$ cat src/rtl/mem_access_sequencer_pkg.sv
// Shared types for the memory access sequencer: access sizes, exception codes,
// sequencer states and the byte-lane masks of a naturally aligned access.
package aura_mem_pkg;

    typedef enum logic [1:0] {
        SIZE_WORD    = 2'b00,
        SIZE_HALF    = 2'b01,
        SIZE_BYTE    = 2'b10,
        SIZE_ILLEGAL = 2'b11
    } AccessSize;

    typedef enum logic [1:0] {
        EXC_NONE  = 2'b00,
        EXC_BUS   = 2'b01,
        EXC_USAGE = 2'b10
    } ExcCode;

    typedef enum logic [1:0] {
        ST_IDLE  = 2'b00,
        ST_BEAT0 = 2'b01,
        ST_BEAT1 = 2'b10
    } SeqState;

    localparam logic [3:0] LANES_WORD = 4'b1111;
    localparam logic [3:0] LANES_HALF = 4'b0011;
    localparam logic [3:0] LANES_BYTE = 4'b0001;
    localparam logic [3:0] LANES_NONE = 4'b0000;

    // Lane mask of an access at offset 0; shifted by the byte offset later.
    function automatic logic [3:0] baseLanes(input AccessSize size);
        case (size)
            SIZE_WORD: baseLanes = LANES_WORD;
            SIZE_HALF: baseLanes = LANES_HALF;
            SIZE_BYTE: baseLanes = LANES_BYTE;
            default:   baseLanes = LANES_NONE;
        endcase
    endfunction

endpackage

$ cat src/rtl/mem_access_sequencer_load_aligner.sv
// Combinational load aligner: merges the two read beats of a (possibly split)
// access, shifts the addressed bytes down, masks to size and extends.
// For a single-beat access loWord and hiWord carry the same bus word; the
// bytes taken from hiWord are then always discarded by the size mask.
module mem_load_aligner
    import aura_mem_pkg::*;
(
    input  logic [31:0] loWord,
    input  logic [31:0] hiWord,
    input  logic [1:0]  offset,
    input  AccessSize   size,
    input  logic        signedLoad,
    output logic [31:0] loadData
);

    logic [63:0] beatPair;
    logic [31:0] rawData;

    assign beatPair = {hiWord, loWord};
    assign rawData  = 32'(beatPair >> {offset, 3'b000});

    // Mask to the access size and apply sign or zero extension.
    always_comb begin
        loadData = 32'd0;
        case (size)
            SIZE_WORD: loadData = rawData;
            SIZE_HALF: loadData = signedLoad ? {{16{rawData[15]}}, rawData[15:0]}
                                             : {16'd0, rawData[15:0]};
            SIZE_BYTE: loadData = signedLoad ? {{24{rawData[7]}}, rawData[7:0]}
                                             : {24'd0, rawData[7:0]};
            default:   loadData = 32'd0;
        endcase
    end

endmodule

$ cat src/rtl/mem_access_sequencer.sv
// Multi-cycle load/store sequencer between execute and writeback.
// Accepts one request per handshake, runs one or two valid/ack bus beats with
// a wait-state timeout, and returns a single tagged response pulse.
// Build option: MISALIGNED_SPLIT_EN -- when defined, misaligned word/half
// accesses are split into two beats instead of raising a usage fault.
module mem_access_sequencer
    import aura_mem_pkg::*;
#(
    parameter int ADDR_W         = 32,
    parameter int TAG_W          = 4,
    parameter int TIMEOUT_CYCLES = 16
) (
    input  logic              clock,
    input  logic              resetN,
    input  logic              reqValid,
    output logic              reqReady,
    input  logic              reqWrite,
    input  logic [1:0]        reqSize,
    input  logic              reqSigned,
    input  logic [ADDR_W-1:0] reqAddr,
    input  logic [31:0]       reqStoreData,
    input  logic [TAG_W-1:0]  reqLoadTag,
    output logic              busValid,
    output logic              busWrite,
    output logic [ADDR_W-1:0] busAddr,
    output logic [31:0]       busWData,
    output logic [3:0]        busStrobe,
    input  logic              busAck,
    input  logic              busErr,
    input  logic [31:0]       busRData,
    output logic              rspValid,
    output logic [TAG_W-1:0]  rspTag,
    output logic [31:0]       rspData,
    output logic [1:0]        excCode
);

    localparam int CNT_W = (TIMEOUT_CYCLES > 1) ? $clog2(TIMEOUT_CYCLES + 1) : 1;
    localparam logic [CNT_W-1:0] TO_LAST = CNT_W'((TIMEOUT_CYCLES > 0) ? TIMEOUT_CYCLES - 1 : 0);

    SeqState          state;
    SeqState          stateNext;
    AccessSize        reqSizeE;
    AccessSize        heldSize;
    logic [1:0]       heldOffset;
    logic             heldSigned;
    logic [TAG_W-1:0] heldTag;
    logic [CNT_W-1:0] toCnt;

    logic [3:0]       beat0Lanes;
    logic [31:0]      beat0WData;
    logic             usageFault;
    logic             accept;
    logic             startBeat;
    logic             beatActive;
    logic             busFault;
    logic             timedOut;
    logic             beatAck;
    logic             lastBeat;
    logic             finishOk;
    logic             advance;
    logic [31:0]      alignLo;
    logic [31:0]      alignedData;

    assign reqSizeE   = AccessSize'(reqSize);
    assign reqReady   = (state == ST_IDLE);
    assign accept     = reqValid && reqReady;
    assign startBeat  = accept && !usageFault;
    assign beatActive = (state != ST_IDLE);

`ifdef MISALIGNED_SPLIT_EN
    logic [7:0]  reqLanes;
    logic [63:0] reqLaneData;
    logic        reqSplit;
    logic        splitPending;
    logic [3:0]  beat1Strobe;
    logic [31:0] beat1WData;
    logic [31:0] beat0RData;

    // Lanes and data laid out across two consecutive words; the upper half
    // is non-empty only for accesses that cross a word boundary.
    assign reqLanes    = {4'b0000, baseLanes(reqSizeE)} << reqAddr[1:0];
    assign reqLaneData = {32'd0, reqStoreData} << {reqAddr[1:0], 3'b000};
    assign reqSplit    = |reqLanes[7:4];
    assign usageFault  = (reqSizeE == SIZE_ILLEGAL);
    assign beat0Lanes  = reqLanes[3:0];
    assign beat0WData  = reqLaneData[31:0];
    assign lastBeat    = (state == ST_BEAT1) || !splitPending;
    assign alignLo     = splitPending ? beat0RData : busRData;
`else
    logic misaligned;

    assign misaligned = ((reqSizeE == SIZE_WORD) && (reqAddr[1:0] != 2'b00)) ||
                        ((reqSizeE == SIZE_HALF) && reqAddr[0]);
    assign usageFault = (reqSizeE == SIZE_ILLEGAL) || misaligned;
    assign beat0Lanes = baseLanes(reqSizeE) << reqAddr[1:0];
    assign beat0WData = reqStoreData << {reqAddr[1:0], 3'b000};
    assign lastBeat   = 1'b1;
    assign alignLo    = busRData;
`endif

    // Beat outcome: an error beats a simultaneous ack; timeout only while waiting.
    assign busFault = beatActive && busErr;
    assign timedOut = beatActive && !busErr && !busAck &&
                      (TIMEOUT_CYCLES != 0) && (toCnt == TO_LAST);
    assign beatAck  = beatActive && busAck && !busErr;
    assign finishOk = beatAck && lastBeat;
    assign advance  = beatAck && !lastBeat;

    mem_load_aligner uAligner (
        .loWord     (alignLo),
        .hiWord     (busRData),
        .offset     (heldOffset),
        .size       (heldSize),
        .signedLoad (heldSigned),
        .loadData   (alignedData)
    );

    // State register.
    always_ff @(posedge clock) begin
        if (!resetN) begin
            state <= ST_IDLE;
        end else begin
            state <= stateNext;
        end
    end

    // Next-state logic: IDLE -> BEAT0 -> (BEAT1) -> IDLE.
    always_comb begin
        stateNext = state;
        case (state)
            ST_IDLE: begin
                if (startBeat) stateNext = ST_BEAT0;
            end
            ST_BEAT0: begin
                if (busFault || timedOut || finishOk) stateNext = ST_IDLE;
                else if (advance)                     stateNext = ST_BEAT1;
            end
            ST_BEAT1: begin
                if (busFault || timedOut || finishOk) stateNext = ST_IDLE;
            end
            default: stateNext = ST_IDLE;
        endcase
    end

    // Bus beat registers, timeout counter and the response pulse.
    always_ff @(posedge clock) begin
        if (!resetN) begin
            busValid   <= 1'b0;
            busWrite   <= 1'b0;
            busAddr    <= '0;
            busWData   <= 32'd0;
            busStrobe  <= 4'd0;
            rspValid   <= 1'b0;
            rspTag     <= '0;
            rspData    <= 32'd0;
            excCode    <= EXC_NONE;
            toCnt      <= '0;
            heldSize   <= SIZE_WORD;
            heldOffset <= 2'd0;
            heldSigned <= 1'b0;
            heldTag    <= '0;
`ifdef MISALIGNED_SPLIT_EN
            splitPending <= 1'b0;
            beat1Strobe  <= 4'd0;
            beat1WData   <= 32'd0;
            beat0RData   <= 32'd0;
`endif
        end else begin
            rspValid <= 1'b0;
            if (startBeat) begin
                busValid   <= 1'b1;
                busWrite   <= reqWrite;
                busAddr    <= {reqAddr[ADDR_W-1:2], 2'b00};
                busWData   <= beat0WData;
                busStrobe  <= beat0Lanes;
                toCnt      <= '0;
                heldSize   <= reqSizeE;
                heldOffset <= reqAddr[1:0];
                heldSigned <= reqSigned;
                heldTag    <= reqWrite ? '0 : reqLoadTag;
`ifdef MISALIGNED_SPLIT_EN
                splitPending <= reqSplit;
                beat1Strobe  <= reqLanes[7:4];
                beat1WData   <= reqLaneData[63:32];
`endif
            end else if (accept) begin
                // Usage fault: answered next cycle without touching the bus.
                rspValid <= 1'b1;
                rspTag   <= reqWrite ? '0 : reqLoadTag;
                rspData  <= 32'd0;
                excCode  <= EXC_USAGE;
            end

            if (busFault || timedOut) begin
                busValid <= 1'b0;
                rspValid <= 1'b1;
                rspTag   <= heldTag;
                rspData  <= 32'd0;
                excCode  <= EXC_BUS;
            end else if (finishOk) begin
                busValid <= 1'b0;
                rspValid <= 1'b1;
                rspTag   <= heldTag;
                rspData  <= busWrite ? 32'd0 : alignedData;
                excCode  <= EXC_NONE;
            end else if (advance) begin
`ifdef MISALIGNED_SPLIT_EN
                // Second beat at the next word; the address wraps modulo 2^ADDR_W.
                busAddr    <= busAddr + ADDR_W'(4);
                busWData   <= beat1WData;
                busStrobe  <= beat1Strobe;
                beat0RData <= busRData;
`endif
                toCnt      <= '0;
            end else if (beatActive) begin
                toCnt <= toCnt + CNT_W'(1);
            end
        end
    end

endmodule

$ cat config.mk
export PLATFORM = sky130hd
export DESIGN_NAME = mem_access_sequencer
export DESIGN_NICKNAME = d
export VERILOG_FILES = /design/src/rtl/mem_access_sequencer_pkg.sv /design/src/rtl/mem_access_sequencer_load_aligner.sv /design/src/rtl/mem_access_sequencer.sv
export SDC_FILE = /design/constraint.sdc
export NUM_CORES = 1
export LEC_CHECK = 0
export CAP_MARGIN = 20
export CORE_MARGIN = 8
export CORE_UTILIZATION = 47
export CTS_CLUSTER_SIZE = 20
export DETAILED_ROUTE_END_ITERATION = 10
export PLACE_DENSITY = 0.9
export SLEW_MARGIN = 40
export SYNTH_ARGS = -nofsm -noshare
export SYNTH_HDL_FRONTEND = slang
export SYNTH_SLANG_ARGS = --single-unit
export TNS_END_PERCENT = 50
$ cat constraint.sdc
create_clock -name clock -period 5.6 [get_ports clock]
set_input_delay 1.12 -clock clock [delete_from_list [all_inputs] [get_ports clock]]
set_output_delay 1.12 -clock clock [all_outputs]
set_load 0.02 [all_outputs]
Yosys cells after proc, flatten, opt, wreduce, memory -nomap -nowiden
Cells that the tools add are included.
W data, S select, Z words.
- register bits after elaboration: 123
- input port bits: 109
- output and inout bits: 110
- logic and storage cells: 93
- $add $sub $neg: 1
- equality and inequality tests: 12
- shifts and indexed selects: 3
- mux-type cells: 28
- bitwise logic cells: 2
- reductions and logical operators: 31
- operators by type and width (cell ; count):
    $mux W32 ; 6
    $pmux W32 S3 ; 1
    $shr A64 B5 Y32 ; 1
    $shl A32 B5 Y32 ; 1
    $mux W4 ; 5
    $mux W5 ; 4
    $pmux W4 S3 ; 1
    $logic_and A1 B1 Y1 ; 10
    $eq A2 B2 Y1 const B ; 4
    $mux W1 ; 8
    $reduce_and A2 Y1 ; 4
    $eq A2 B1 Y1 const B ; 3
    $logic_not A2 Y1 ; 3
    $ne A2 B1 Y1 const B ; 3
    $reduce_bool A2 Y1 ; 3
    $add A5 B1 Y5 const B ; 1
    $eq A5 B4 Y1 const B ; 1
    $logic_or A1 B1 Y1 ; 4
    $mux W2 ; 2
    $pmux W2 S2 ; 1
    $reduce_or A2 Y1 ; 2
    $shl A4 B2 Y4 ; 1
    $logic_not A1 Y1 ; 3
    $ne A3 B1 Y1 const B ; 1
    other kinds (3) ; 4

Longest topological paths before layout
- depth after elaboration: 10
- depth in mapped cells: 9

Cells and area by module
Synthesis repeated with hierarchy kept, for this count alone.
- cell total of the unflattened synthesis: 705
- area, all modules: 6444.9 µm²
- by module, submodules not included (module ; times used ; cells an instance ; area an instance (µm²)):
    mem_access_sequencer ; 1 ; 600 ; 5363.9
    mem_load_aligner ; 1 ; 105 ; 1081.0

Worst setup path before layout
OpenSTA, ideal clock, no wires.
- kind: input to register
- start: input port reqSize[1]
- end: register rspData[27]
- arrival time: 2.441 ns
- data required time: 5.478 ns
- setup slack: 3.038 ns
- stages: 6
- buffers on the path: 2
- cell sequence: buf_2 nor2_1 a221oi_4 nor2_1 buf_2 a221o_1
- longest elaborated chain between the ends: 8
- elaborated cells between the ends (all ways): 11
- RTL lines (element ; RTL line ; source):
    from (decl) ; mem_access_sequencer.sv:18 ; input logic [1:0] reqSize,
    $eq A2 B1 Y1 or $logic_not A2 Y1 (tied branches) ; mem_access_sequencer.sv:93, mem_access_sequencer.sv:92 ;
    $logic_and A1 B1 Y1 (on tied branches) ; mem_access_sequencer.sv:93, mem_access_sequencer.sv:92 ;
    $logic_or A1 B1 Y1 ; mem_access_sequencer.sv:92 ; assign misaligned = ((reqSizeE == SIZE_WORD) && (reqAddr[1:0] != 2'b00)) ||
    $logic_or A1 B1 Y1 * ; mem_access_sequencer.sv:94 ; assign usageFault = (reqSizeE == SIZE_ILLEGAL) || misaligned;
    $logic_not A1 Y1 * ; mem_access_sequencer.sv:67 ; assign startBeat = accept && !usageFault;
    $logic_and A1 B1 Y1 * ; mem_access_sequencer.sv:67 ;
    $ne A2 B1 Y1 (no source line) * ; - ;
    $reduce_and A2 Y1 (no source line) * ; - ;
    to (signal assigned) ; mem_access_sequencer.sv:204 ; rspData <= busWrite ? 32'd0 : alignedData;
    to (decl) ; mem_access_sequencer.sv:33 ; output logic [31:0] rspData,
Every way passes the cells marked *; elsewhere a longest branch is shown, timed or not.
A chain may end at the register's enable or synchronous reset.

Final worst setup path
- start: input port reqSize[0]
- end: register busWData[31]
- longest elaborated chain between the ends: 6
- elaborated cells between the ends (all ways): 9
- RTL lines (element ; RTL line ; source):
    $eq A2 B1 Y1 or $logic_not A2 Y1 (tied branches) ; mem_access_sequencer.sv:93, mem_access_sequencer.sv:92 ;
    $logic_and A1 B1 Y1 (on tied branches) ; mem_access_sequencer.sv:93, mem_access_sequencer.sv:92 ;
    $logic_or A1 B1 Y1 ; mem_access_sequencer.sv:92 ;
    $logic_or A1 B1 Y1 * ; mem_access_sequencer.sv:94 ;
    $logic_not A1 Y1 * ; mem_access_sequencer.sv:67 ;
    $logic_and A1 B1 Y1 * ; mem_access_sequencer.sv:67 ;
    to (signal assigned) ; mem_access_sequencer.sv:174 ; busWData <= beat0WData;
    to (decl) ; mem_access_sequencer.sv:26 ; output logic [31:0] busWData,
Marked as above.

==> impl_results.md <==
- Status: complete, no violations
- Synth Warn #: 0
- Die W: 124 µm
- Gpl congestion: 0.887
- Syn Area/Cell: 8.49 µm²
- R2R depth: 8
- Total Routing Usage GR: 0.245
- Global-route wire length before repair: 29,900 µm
- Setup ws final: 2.48 ns
- Clock Latency Late Sink: 0.41 ns
- Clk buf depth: 2
- P per Cell Area: 296 nW/µm²
- Bufs and invs on worst path: 3
- Final Cell Area: 8270 µm²
- Clock Sinks: 122
- CP max-delay cell: clkdlybuf4s50_1
- # IOs: 219
- Min-Delay Path Class: register to register
- Post-synth cell types: 43
- Leakage: 2.98 nW
- Reg2Reg Setup Slack: 2.84 ns
- Finish-stage setup viols: 0
- H-tree levels: 4
- Commonest cells post-synth: nand2_1, dfxtp_1, a21oi_1
- Final Hold Fails: 0
- Primary FF master, synth: dfxtp_1
- Num CTS Buffers: 17
- Die H: 124 µm
- Min Clock Period, post-route: 3.12 ns
- Fmax: 321 MHz
- Worst setup path end: busWData[31]
- Crit path max fanout: 48
- Drt pass-1 iters: 6
- Initial antenna violation count: 0
- Setup crit end kind: register
- Max-slew violations: 0
- Worst hold slack: 0.449 ns
- Detailed-route DRC error count: 0
- Worst-margin pin slew: 0.856 ns
- Share of the synthesized area in the top cell type: 0.444
- Antenna cells: 0
- Register Area: 2450 µm²
- #FFs+latches synth: 122
- Initial Util: 0.482
- Most frequent cell after synthesis: nand2_1
- IO Port Bufs: 216
- Maxcap violations: 0
- Worst Skew: 0.0107 ns
- GRT overflow: 0
- Total Routed Length: 19,500 µm
- Synth area leader: dfxtp_1
- Instance count on the critical path: 7
- Final nets: 948
- Area Growth Syn to Fin: 50.3%
- Clock Tree Root: clkbuf_16
- Sequential share of the synthesized area: 0.444
- Drt first-iter violations: 554
- Period utilisation layout: 0.557
- Post-cts sizing count: 0
- CP Data Required Time: 5.93 ns
- Final TNS setup: 0 ns
- Row cnt: 39
- Core ar.: 11,400 µm²
- Clock-pin slew on the worst setup and hold paths: 0.05 ns
- CP startpoint kind: primary input
- Worst setup startpoint: reqSize[0]
- EDFF count, synth: 0
- CTS tree: yes
- Filler instances: 839
- Placed inst area: 7660 µm²
- Top post-synthesis cells by area: dfxtp_1, nand2_1, mux2i_1
- Crit-path leading delay family: buffers and inverters
- Antenna viol nets, final: 0
- Unrepaired setup endpoints after global routing: no
- Syn Inst Count: 648
- Vias per cell: 5.78
- Die area: 15,400 µm²
- Post-CTS setup buffers: 0
- Finished Core Util: 0.724
- Post-synthesis cell area: 5500 µm²
- Worst flop-to-flop path startpoint: toCnt[0]
- Hold Buf Count CTS: 0
- Slew headroom: 0.429
- Hpwl dp: 14,100 µm
- Vias in the first global route: 5,865
- WL/cell: 19.6 µm
- Layout cells sized above 1: 0.0671
- Critical Path AT: 3.45 ns
- Worst IR drop on VDD: 0.195 mV
- Worst path cell trace: clkdlybuf4s50_1 -> inv_2 -> a21oi_1 -> o211a_2 -> buf_4 -> o211ai_1 -> a21oi_1
- Reg2reg end: rspData[29]
- Largest stage delay, worst path: 0.63 ns
- Worst Hold Launch: busWData[15]
- Synth async-reset ratio: 0
- Critical setup path kind: primary input to register
- Area of the multi-input gates: 2800 µm²
- Post-Place Setup Slack: 2.13 ns
- Largest net degree at the start of global routing: 82
- Top cell by count, worst path: a21oi_1
- Routed via count: 5,739
## per-stage QoR
stage	instances	power [mW]
5_1_grt	993	2.53
3_3_place_gp	961	1.33
3_5_place_dp	961	1.35
4_1_cts	993	2.46
2_1_floorplan	649	1.15
6_report	993	2.45
## tightest hold or removal path: stages (launching register included)
cell and delay (ns):
dfxtp_1 0.30, nand2_1 0.05, a21oi_1 0.05
## area by class of cell
type / instances / share of cell area
multi-input cells: 466 / 0.339
flip-flops and latches: 122 / 0.296
repair buffers: 223 / 0.268
clock buffers: 20 / 0.0552
well taps: 143 / 0.0216
clock inverters: 12 / 0.0176
inverters: 7 / 0.00318
## how the worst min path moves through the flow
stage	endpoint	cells after the start
2_1_floorplan	toCnt[3]	1
3_3_place_gp	busWData[4]	2
3_5_place_dp	busWData[13]	2
4_1_cts	busAddr[8]	2
5_1_grt	busAddr[17]	2
6_report	busWData[15]	2
## sequential cells by signal, summed over array words and instances, names as in the netlist, 2 cells and up
signal / cells
excCode: 2
heldTag: 4
busWData: 32
rspTag: 4
heldSize: 2
toCnt: 5
rspData: 32
heldOffset: 2
busAddr: 30
busStrobe: 4
## cell usage in the layout, fill, tap and decap left out, types with 2 or more instances in the layout
master,n
o22ai_1,19
nor2_1,36
mux2_2,8
o21ai_0,7
a31oi_1,2
conb_1,2
ha_1,2
or3_1,9
nand2b_1,14
nor3_1,12
nor2b_1,5
o211ai_1,9
clkinvlp_4,2
clkdlybuf4s50_1,216
inv_1,5
o221ai_1,7
clkinv_2,5
inv_2,2
dfxtp_1,121
and3_1,2
a22o_1,8
a221o_1,16
clkbuf_16,17
nand2_1,136
buf_4,7
nand3_1,12
a211oi_1,11
nand3b_1,2
clkbuf_8,2
bufinv_16,3
a32o_1,7
mux2i_1,50
a22oi_1,2
a21oi_1,75
## per-layer routing
layer / global-route usage / vias up / wire length [µm]
li1: - / 2673 / -
met3: 0.0956 / 45 / 2070
met1: 0.256 / 2699 / 7100
met4: 0.109 / 0 / 588
met5: 0 / - / 0
met2: 0.428 / 322 / 9710
## cells by family (layout without fill, tap and decap cells)
group / after synthesis / in the layout / share of synthesized area
buffers and inverters: 61 / 262 / 0.0500
other: 1 / 2 / 0.000682
adders and majority gates: 2 / 2 / 0.00455
AOI/OAI and AO/OA: 168 / 168 / 0.205
DFF: 122 / 122 / 0.444
and+or+nand+nor: 235 / 235 / 0.184
muxes: 59 / 59 / 0.111
## where the power goes
part           switching (mW)  internal (mW)  leakage (nW)
combinational           0.212          0.190          1.69
sequential             0.0277          0.904         0.993
clock                   0.396          0.721         0.296
Power figures use the tool's default switching activity.
